--- src/rtl/exec_alu_unit.sv ---
`default_nettype none
// ============================================================================
// Module   : exec_alu_unit
// Purpose  : Registered execute-stage arithmetic block for a MIPS-style
//            datapath. Decodes ALUOp/funct into a 4-bit operation code,
//            runs the 32-bit ALU with zero/negative/overflow/less-or-equal
//            flags, and forms PC+4 and the branch target. Every output is
//            captured in a single register stage (one cycle latency).
// Ports    : clk, rst (sync, active-high)
//            in_valid, aluop[2:0], funct[3:0], a, b, pc, sext_imm  (inputs)
//            out_valid, gout[3:0], result, zout, nflag, vflag, ltoeflag,
//            pc_plus4, branch_target                               (outputs)
// Revision : 1.0 - initial release
// ============================================================================
module exec_alu_unit #(
  parameter int WIDTH = 32
) (
  input  logic             clk,
  input  logic             rst,
  input  logic             in_valid,
  input  logic [2:0]       aluop,
  input  logic [3:0]       funct,
  input  logic [WIDTH-1:0] a,
  input  logic [WIDTH-1:0] b,
  input  logic [WIDTH-1:0] pc,
  input  logic [WIDTH-1:0] sext_imm,
  output logic             out_valid,
  output logic [3:0]       gout,
  output logic [WIDTH-1:0] result,
  output logic             zout,
  output logic             nflag,
  output logic             vflag,
  output logic             ltoeflag,
  output logic [WIDTH-1:0] pc_plus4,
  output logic [WIDTH-1:0] branch_target
);

  // Operation codes
  localparam logic [3:0] c_op_and  = 4'b0000;
  localparam logic [3:0] c_op_or   = 4'b0001;
  localparam logic [3:0] c_op_add  = 4'b0010;
  localparam logic [3:0] c_op_nand = 4'b0011;
  localparam logic [3:0] c_op_xor  = 4'b0100;
  localparam logic [3:0] c_op_sub  = 4'b0110;
  localparam logic [3:0] c_op_slt  = 4'b0111;
  localparam logic [3:0] c_op_nor  = 4'b1100;

  localparam int MSB = WIDTH - 1;

  logic [3:0]       w_op;
  logic [WIDTH-1:0] w_sum;
  logic [WIDTH-1:0] w_diff;
  logic             w_diff_ovf;
  logic             w_lt;
  logic             w_eq;
  logic [WIDTH-1:0] w_result;
  logic             w_vflag;
  logic [WIDTH-1:0] w_pc_plus4;
  logic [WIDTH-1:0] w_branch_target;
  logic             w_unused_imm_hi;

  // --------------------------------------------------------------------------
  // ALU-control decode
  // --------------------------------------------------------------------------
  always_comb begin
    w_op = c_op_add;
    case (aluop)
      3'b000: w_op = c_op_add;
      3'b001: w_op = c_op_sub;
      3'b010: begin
        case (funct)
          4'b0000: w_op = c_op_add;
          4'b0010: w_op = c_op_sub;
          4'b0100: w_op = c_op_and;
          4'b0101: w_op = c_op_or;
          4'b0110: w_op = c_op_xor;
          4'b0111: w_op = c_op_nor;
          4'b1010: w_op = c_op_slt;
          4'b1011: w_op = c_op_nand;
          default: w_op = c_op_add;
        endcase
      end
      3'b011: w_op = c_op_or;
      3'b100: w_op = c_op_nand;
      3'b101: w_op = c_op_and;
      3'b110: w_op = c_op_slt;
      default: w_op = c_op_add;
    endcase
  end

  // --------------------------------------------------------------------------
  // Shared adder/subtractor. The a-b path feeds SUB, SLT and ltoeflag, so the
  // signed compare is always available no matter which operation is chosen.
  // --------------------------------------------------------------------------
  assign w_sum      = a + b;
  assign w_diff     = a - b;
  assign w_diff_ovf = (a[MSB] != b[MSB]) && (w_diff[MSB] != a[MSB]);
  // Sign of the true difference: raw sign bit corrected by overflow, which
  // keeps 0x80000000 vs 0x7FFFFFFF correct.
  assign w_lt       = w_diff[MSB] ^ w_diff_ovf;
  assign w_eq       = (a == b);

  always_comb begin
    w_result = '0;
    w_vflag  = 1'b0;
    case (w_op)
      c_op_and:  w_result = a & b;
      c_op_or:   w_result = a | b;
      c_op_add: begin
        w_result = w_sum;
        w_vflag  = (a[MSB] == b[MSB]) && (w_sum[MSB] != a[MSB]);
      end
      c_op_nand: w_result = ~(a & b);
      c_op_xor:  w_result = a ^ b;
      c_op_sub: begin
        w_result = w_diff;
        w_vflag  = w_diff_ovf;
      end
      c_op_slt:  w_result = {{(WIDTH-1){1'b0}}, w_lt};
      c_op_nor:  w_result = ~(a | b);
      default:   w_result = '0;
    endcase
  end

  // --------------------------------------------------------------------------
  // Next-PC adders (wrap-around, carry discarded). The two top immediate bits
  // fall off the word-aligned shift.
  // --------------------------------------------------------------------------
  assign w_pc_plus4      = pc + WIDTH'(4);
  assign w_branch_target = w_pc_plus4 + {sext_imm[WIDTH-3:0], 2'b00};
  assign w_unused_imm_hi = &{1'b0, sext_imm[WIDTH-1:WIDTH-2]};

  // --------------------------------------------------------------------------
  // Output register stage
  // --------------------------------------------------------------------------
  always_ff @(posedge clk) begin
    if (rst) begin
      out_valid     <= 1'b0;
      gout          <= 4'b0000;
      result        <= '0;
      zout          <= 1'b0;
      nflag         <= 1'b0;
      vflag         <= 1'b0;
      ltoeflag      <= 1'b0;
      pc_plus4      <= '0;
      branch_target <= '0;
    end else begin
      out_valid     <= in_valid;
      gout          <= w_op;
      result        <= w_result;
      zout          <= (w_result == '0);
      nflag         <= w_result[MSB];
      vflag         <= w_vflag;
      ltoeflag      <= w_lt | w_eq;
      pc_plus4      <= w_pc_plus4;
      branch_target <= w_branch_target;
    end
  end

endmodule
`default_nettype wire

--- config.mk ---
export PLATFORM = sky130hd
export DESIGN_NAME = exec_alu_unit
export DESIGN_NICKNAME = d
export VERILOG_FILES = /design/src/rtl/exec_alu_unit.sv
export SDC_FILE = /design/constraint.sdc
export NUM_CORES = 1
export LEC_CHECK = 0
export CORE_ASPECT_RATIO = 1.1
export CORE_MARGIN = 1
export CORE_UTILIZATION = 49
export CTS_BUF_LIST = sky130_fd_sc_hd__clkbuf_4 sky130_fd_sc_hd__clkbuf_8 sky130_fd_sc_hd__clkbuf_16
export DETAILED_ROUTE_END_ITERATION = 16
export PLACE_DENSITY = 0.9
export SLEW_MARGIN = 20
export SYNTH_ARGS = -nofsm -noshare
export SYNTH_HDL_FRONTEND = slang
export SYNTH_SLANG_ARGS = --single-unit
export TNS_END_PERCENT = 5
--- constraint.sdc ---
create_clock -name clk -period 8.7 [get_ports clk]
set_input_delay 2.61 -clock clk [delete_from_list [all_inputs] [get_ports clk]]
set_output_delay 2.61 -clock clk [all_outputs]
set_load 0.03 [all_outputs]
## After elaboration in Yosys (flattened, before gate mapping)

Memory sizes are Yosys's and may differ from the RTL's.
Cells that the tools add are included.

- Equal/unequal tests: 18
- Reductions and logical operators: 4
- Bitwise logic cells: 7
- Muxes and demuxes: 3
- $add $sub $neg: 4

Operators by type and width:

| cell | count |
|---|---|
| case mux 32 bit (8 select lines) | 1 |
| adder 32 bit | 2 |
| inverter 32 bit | 2 |
| adder 32 x 3 -> 32 bit, second input constant | 1 |
| bitwise AND 32 bit | 1 |
| == test 32 bit | 1 |
| zero test 32 bit | 1 |
| OR 32 bit | 1 |
| subtractor 32 bit | 1 |
| XOR 32 bit | 1 |
| case mux 4 bit (6 select lines) | 1 |
| == test 4 x 3 -> 1 bit, second input constant | 3 |
| == test 3 bit, second input constant | 3 |
| == test 4 x 2 -> 1 bit, second input constant | 2 |
| == test 3 x 2 -> 1 bit, second input constant | 2 |
| == test 4 x 1 -> 1 bit, second input constant | 1 |
| == test 4 bit, second input constant | 1 |
| zero test 4 bit | 1 |
| == test 3 x 1 -> 1 bit, second input constant | 1 |
| inequality test 1 bit | 3 |
| logical AND 1 bit | 2 |
| case mux 1 bit (2 select lines) | 1 |
| == test 1 bit | 1 |
| OR 1 bit | 1 |
| XOR 1 bit | 1 |

- ROM bits: 64
- Output and inout port bits: 105
- Word-level logic and storage cells: 46
- Register bits: 105
- Memories: 1

Memory list:

| name | words | width | rd ports | clocked after Yosys merged registers in | wr ports | line | source |
|---|---|---|---|---|---|---|---|
| (name not given) | 16 | 4 | 1 | 0 | 0 | 71 | `case (funct)` |

## Logic depth before layout (Yosys ltp)

- Depth in word-level cells: 6
- Depth in mapped cells: 25
- Depth with buffers taken out: 24

## Worst setup path before layout

Ideal clock, no wire load.

- Path kind: input -> register
- Start point: input port a[13]
- End point: register zout
- Arrival: 6.530 ns
- Library setup time: 0.065 ns
- Stages: 25
- Path slack: 2.106 ns
- Data required time: 8.635 ns
- Buffers on the path: 1
- Path through: inv_1 -> ha_1 -> buf_2 -> nor4_1 -> nand2_1 -> o211ai_1 -> o31a_1 -> a221o_2 -> a41o_1 -> a211oi_1 -> o21bai_1 -> a21oi_1 -> nor2_1 -> nor2_1 -> fa_1 -> inv_1 -> or3_1 -> a21oi_1 -> a211oi_1 -> nand4b_1 -> nor3_1 -> and4_1 -> nand4_1 -> or4_1 -> nor2_1

- Cells in the longest elaborated chain, start to end: 6
- Elaborated cells on any way between the ends: 12
- Classes of those cells: add/sub: 2; eq/ne: 1; mux: 1; bitwise: 6; reduce/logical: 2

RTL lines:

| what | line | source |
|---|---|---|
| start: declaration | 23 | `input logic [WIDTH-1:0] a,` |
| subtractor 32 bit | 96 | `assign w_diff = a - b;` |
| inequality test 1 bit | 97 | `assign w_diff_ovf = (a[MSB] != b[MSB]) && (w_diff[MSB] != a[MSB]);` |
| logical AND 1 bit | 97 |  |
| XOR 1 bit | 100 | `assign w_lt = w_diff[MSB] ^ w_diff_ovf;` |
| case mux 32 bit (8 select lines) * | 106 | `case (w_op)` |
| zero test 32 bit * | 151 | `zout <= (w_result == '0);` |
| end signal: assignment | 151 |  |
| end: declaration | 30 | `output logic zout,` |

Mark *: on every way between the ends. The rest lies on a longest branch, timed or not.
A chain may end at the register's enable or synchronous reset.

## Worst setup path in the final report

Same ends and word-level chain as after synthesis.

==> flow_summary.json <==
{
  "h-tree-depth": 3,
  "critPathRequiredTime_ns": 8.99,
  "cts_tree": "built",
  "grt_max_degree": 74,
  "fill_cells": 1855,
  "viasPerCell": 6.05,
  "die_w_um": 142,
  "leakage_nw": 5.72,
  "slew_violations": 0,
  "drtIter0Drc": 907,
  "fin_setup_tns_ns": 0,
  "wl_met2_mm": 16.7,
  "combinationalPowerShare_pct": 47.3,
  "port_buffers": 240,
  "power_mw": 1.80,
  "maxCapViolCount": 0,
  "die-height_um": 156,
  "clkSlewWorstSetupHoldPaths_ns": 0.08,
  "routed.top_layer": "met4",
  "antenna_left": 0,
  "root_buffer": "clkbuf_16",
  "worst_pin_slew_ns": 1.05,
  "yosys_warnings": 0,
  "start_util_pct": 49.8,
  "ctsLongestPathBuffers": 2,
  "rsz0062_at_grt": "false",
  "async_flop_share_pct": 0,
  "grt_pass1_wl_mm": 53.8,
  "hold_viol": 0,
  "grtUsageTotal_pct": 30.4,
  "ios": 243,
  "ys.flop_type": "dfxtp_1",
  "drc_errors": 0,
  "post-cts-setup-buffers": 0,
  "setup_violations": 0,
  "die_area_um2": 22200,
  "clkPwrFrac_pct": 23.3,
  "end_kind": "flop",
  "ys_top_cells_by_area": "dfxtp_1, ha_1, nor2_1",
  "numCtsBuffers": 9,
  "fmax_mhz": 126,
  "wl_met1_mm": 13.7,
  "routed_wl_mm": 34.5,
  "coreArea_um2": 21200,
  "final_layout_size_suffix_gt1_share_pct": 3.94,
  "dpl.hpwl_mm": 26.8,
  "finish.net_count": 1867,
  "firstDrtPassIters": 5,
  "syn2layout_area_growth_pct": 26.5,
  "first_global_vias": 10700,
  "clock-sinks": 102,
  "gp_congestion": 0.984,
  "timing.slew.headroom_pct": 29.5,
  "antenna_found_initial": 0,
  "worstSetupStartpointType": "primary input",
  "critPathMaxFanout": 11,
  "p_int_mw": 1.08,
  "synth_cell_type_count": 93,
  "power_frac_seq_pct": 29.3,
  "powerDensity_nw_per_um2": 135,
  "switching_share_pct": 40.2,
  "synth_area_leader_cell": "dfxtp_1",
  "synth_top_area_share_pct": 19.3,
  "diodes": 0,
  "syn_avg_cell_area_um2": 7.50,
  "path_class": "primary input to flop",
  "rows": 56,
  "syn_area_um2": 10600,
  "synthCells": 1410,
  "min_period_ns": 7.92,
  "outcome": "completed",
  "vias": 11400,
  "hp-class": "primary input to flop",
  "synth_fp_nets": 1682,
  "p_switching_mw": 0.725,
  "overflow": 0,
  "synth-edff-count": 0,
  "critical_path_arrival_ns": 8.21,
  "routedWlPerCell_um": 18.2,
  "synth-seq-cells": 102,
  "dr_wl_met3_mm": 2.77,
  "hold_buffers": 0,
  "peakVddDrop_v": 0.0000884,
  "fin_crit_sh_pct": 91.0,
  "yosysSeqAreaShare_pct": 19.3,
  "cts_resized": 0
}
## power by group through the flow
stage	logic [mW]	clock network (mW)	registers, mW
after global routing	0.919	0.441	0.533
after global placement	0.821	0	0.539
final	0.854	0.421	0.529
after floorplan	0.444	0	0.637
after CTS	0.841	0.429	0.529
after detailed placement	0.836	0	0.540
## synthesized netlist by cell type, drive strengths merged (12+ instances only)
library cell and number:
a21oi 102, nor3 39, nand4 16, nand2 93, or3 12, and3 15, dfxtp 102, ha 130
inv 103, o21ai 55, xor2 26, nor4 17, a31oi 22, o21bai 17, a22oi 15, xnor2 41
nand3 27, nand2b 16, a21o 34, o221ai 20, nor2b 61, o211ai 16, o21a 14, clkbuf 40
nor2 163, buf 37, a211oi 15
## registers in the layout, summed over array words and instances (netlist names)
| name | cells |
|---|---|
| branch_target | 30 |
| gout | 4 |
| ltoeflag | 1 |
| out_valid | 1 |
| pc_plus4 | 32 |
| result | 32 |
| vflag | 1 |
| zout | 1 |
## worst max-delay path, cell delays in order
cell and delay (ns):
clkdlybuf4s50_1 0.54, inv_1 0.06, ha_1 0.45, nor4_1 0.52
nand2_1 0.11, o211ai_1 0.18, o31a_1 0.29, a221o_2 0.27
a41o_1 0.20, a211oi_1 0.11, o21bai_1 0.15, a21oi_1 0.08
nor2_1 0.09, nor2_1 0.06, fa_1 0.37, inv_1 0.08
or3_1 0.10, a21oi_1 0.06, a211oi_1 0.31, nand4b_1 0.20
nor3_1 0.15, and4_1 0.28, nand4_1 0.21, or4_1 0.58
nor2_1 0.13
## per-layer routing
layer / global-route usage (%) / up-vias
met5: 0 / -
met4: 14.7 / 0
met3: 4.45 / 97
met2: 54.3 / 593
met1: 35.4 / 5319
li1: - / 5427
## layout make-up
| cell class | instances | area [µm²] | area share (%) |
|---|---|---|---|
| timing repair buffer | 251 | 2480 | 18.5 |
| clock inverter | 6 | 57.6 | 0.430 |
| inverter | 103 | 387 | 2.89 |
| sequential | 102 | 2040 | 15.2 |
| clock buffer | 10 | 239 | 1.78 |
| multi-input combinational | 1128 | 7820 | 58.4 |
| tap | 290 | 363 | 2.71 |
## logic make-up (layout without fill, tap and decap cells)
group | Yosys count | after routing | share of synthesized area, %
AO/OA/AOI/OAI | 411 | 411 | 27.0
adder cells (fa/ha/maj) | 134 | 134 | 16.1
XOR/XNOR | 67 | 67 | 5.55
AND/OR/NAND/NOR | 502 | 502 | 23.7
flip-flops | 102 | 102 | 19.3
buffers and inverters | 180 | 370 | 6.98
multiplexers | 14 | 14 | 1.37
## per-stage QoR
stage	instances	worst slack, ns	area, µm²	hold WS, ns	utilization, %
6_report	1890	0.784	13400	2.63	63.1
5_1_grt	1890	0.482	13400	2.65	63.1
4_1_cts	1890	0.861	13400	2.63	63.1
3_5_place_dp	1874	0.506	13100	3.01	61.7
3_3_place_gp	1874	0.541	13100	3.01	61.7
2_1_floorplan	1410	2.11	10600	2.68	-
## worst paths after layout
| kind | cells after the start | startpoint | end | slack, ns |
|---|---|---|---|---|
| setup / recovery | 25 | a[13] | zout$_SDFF_PP0_ | 0.78 |
| hold / removal | 2 | rst | result[7]$_SDFF_PP0_ | 2.63 |
## layout by cell type (no fill, tap or decap), types with 16 or more instances in the layout
| cell type | netlist | routed |
|---|---|---|
| nor2b_1 | 61 | 61 |
| xnor2_1 | 41 | 41 |
| nand2b_1 | 16 | 16 |
| inv_1 | 100 | 100 |
| a21o_1 | 34 | 34 |
| xor2_1 | 26 | 26 |
| nor3_1 | 37 | 37 |
| o221ai_1 | 20 | 20 |
| nand4_1 | 16 | 16 |
| clkdlybuf4s50_1 | 0 | 239 |
| nand2_1 | 93 | 93 |
| dfxtp_1 | 102 | 102 |
| ha_1 | 130 | 130 |
| o21ai_0 | 49 | 49 |
| a31oi_1 | 22 | 21 |
| a21oi_1 | 102 | 102 |
| o211ai_1 | 16 | 16 |
| nand3_1 | 27 | 27 |
| nor4_1 | 16 | 16 |
| nor2_1 | 162 | 162 |
| o21bai_1 | 17 | 17 |
Power figures use the tool's default switching activity.
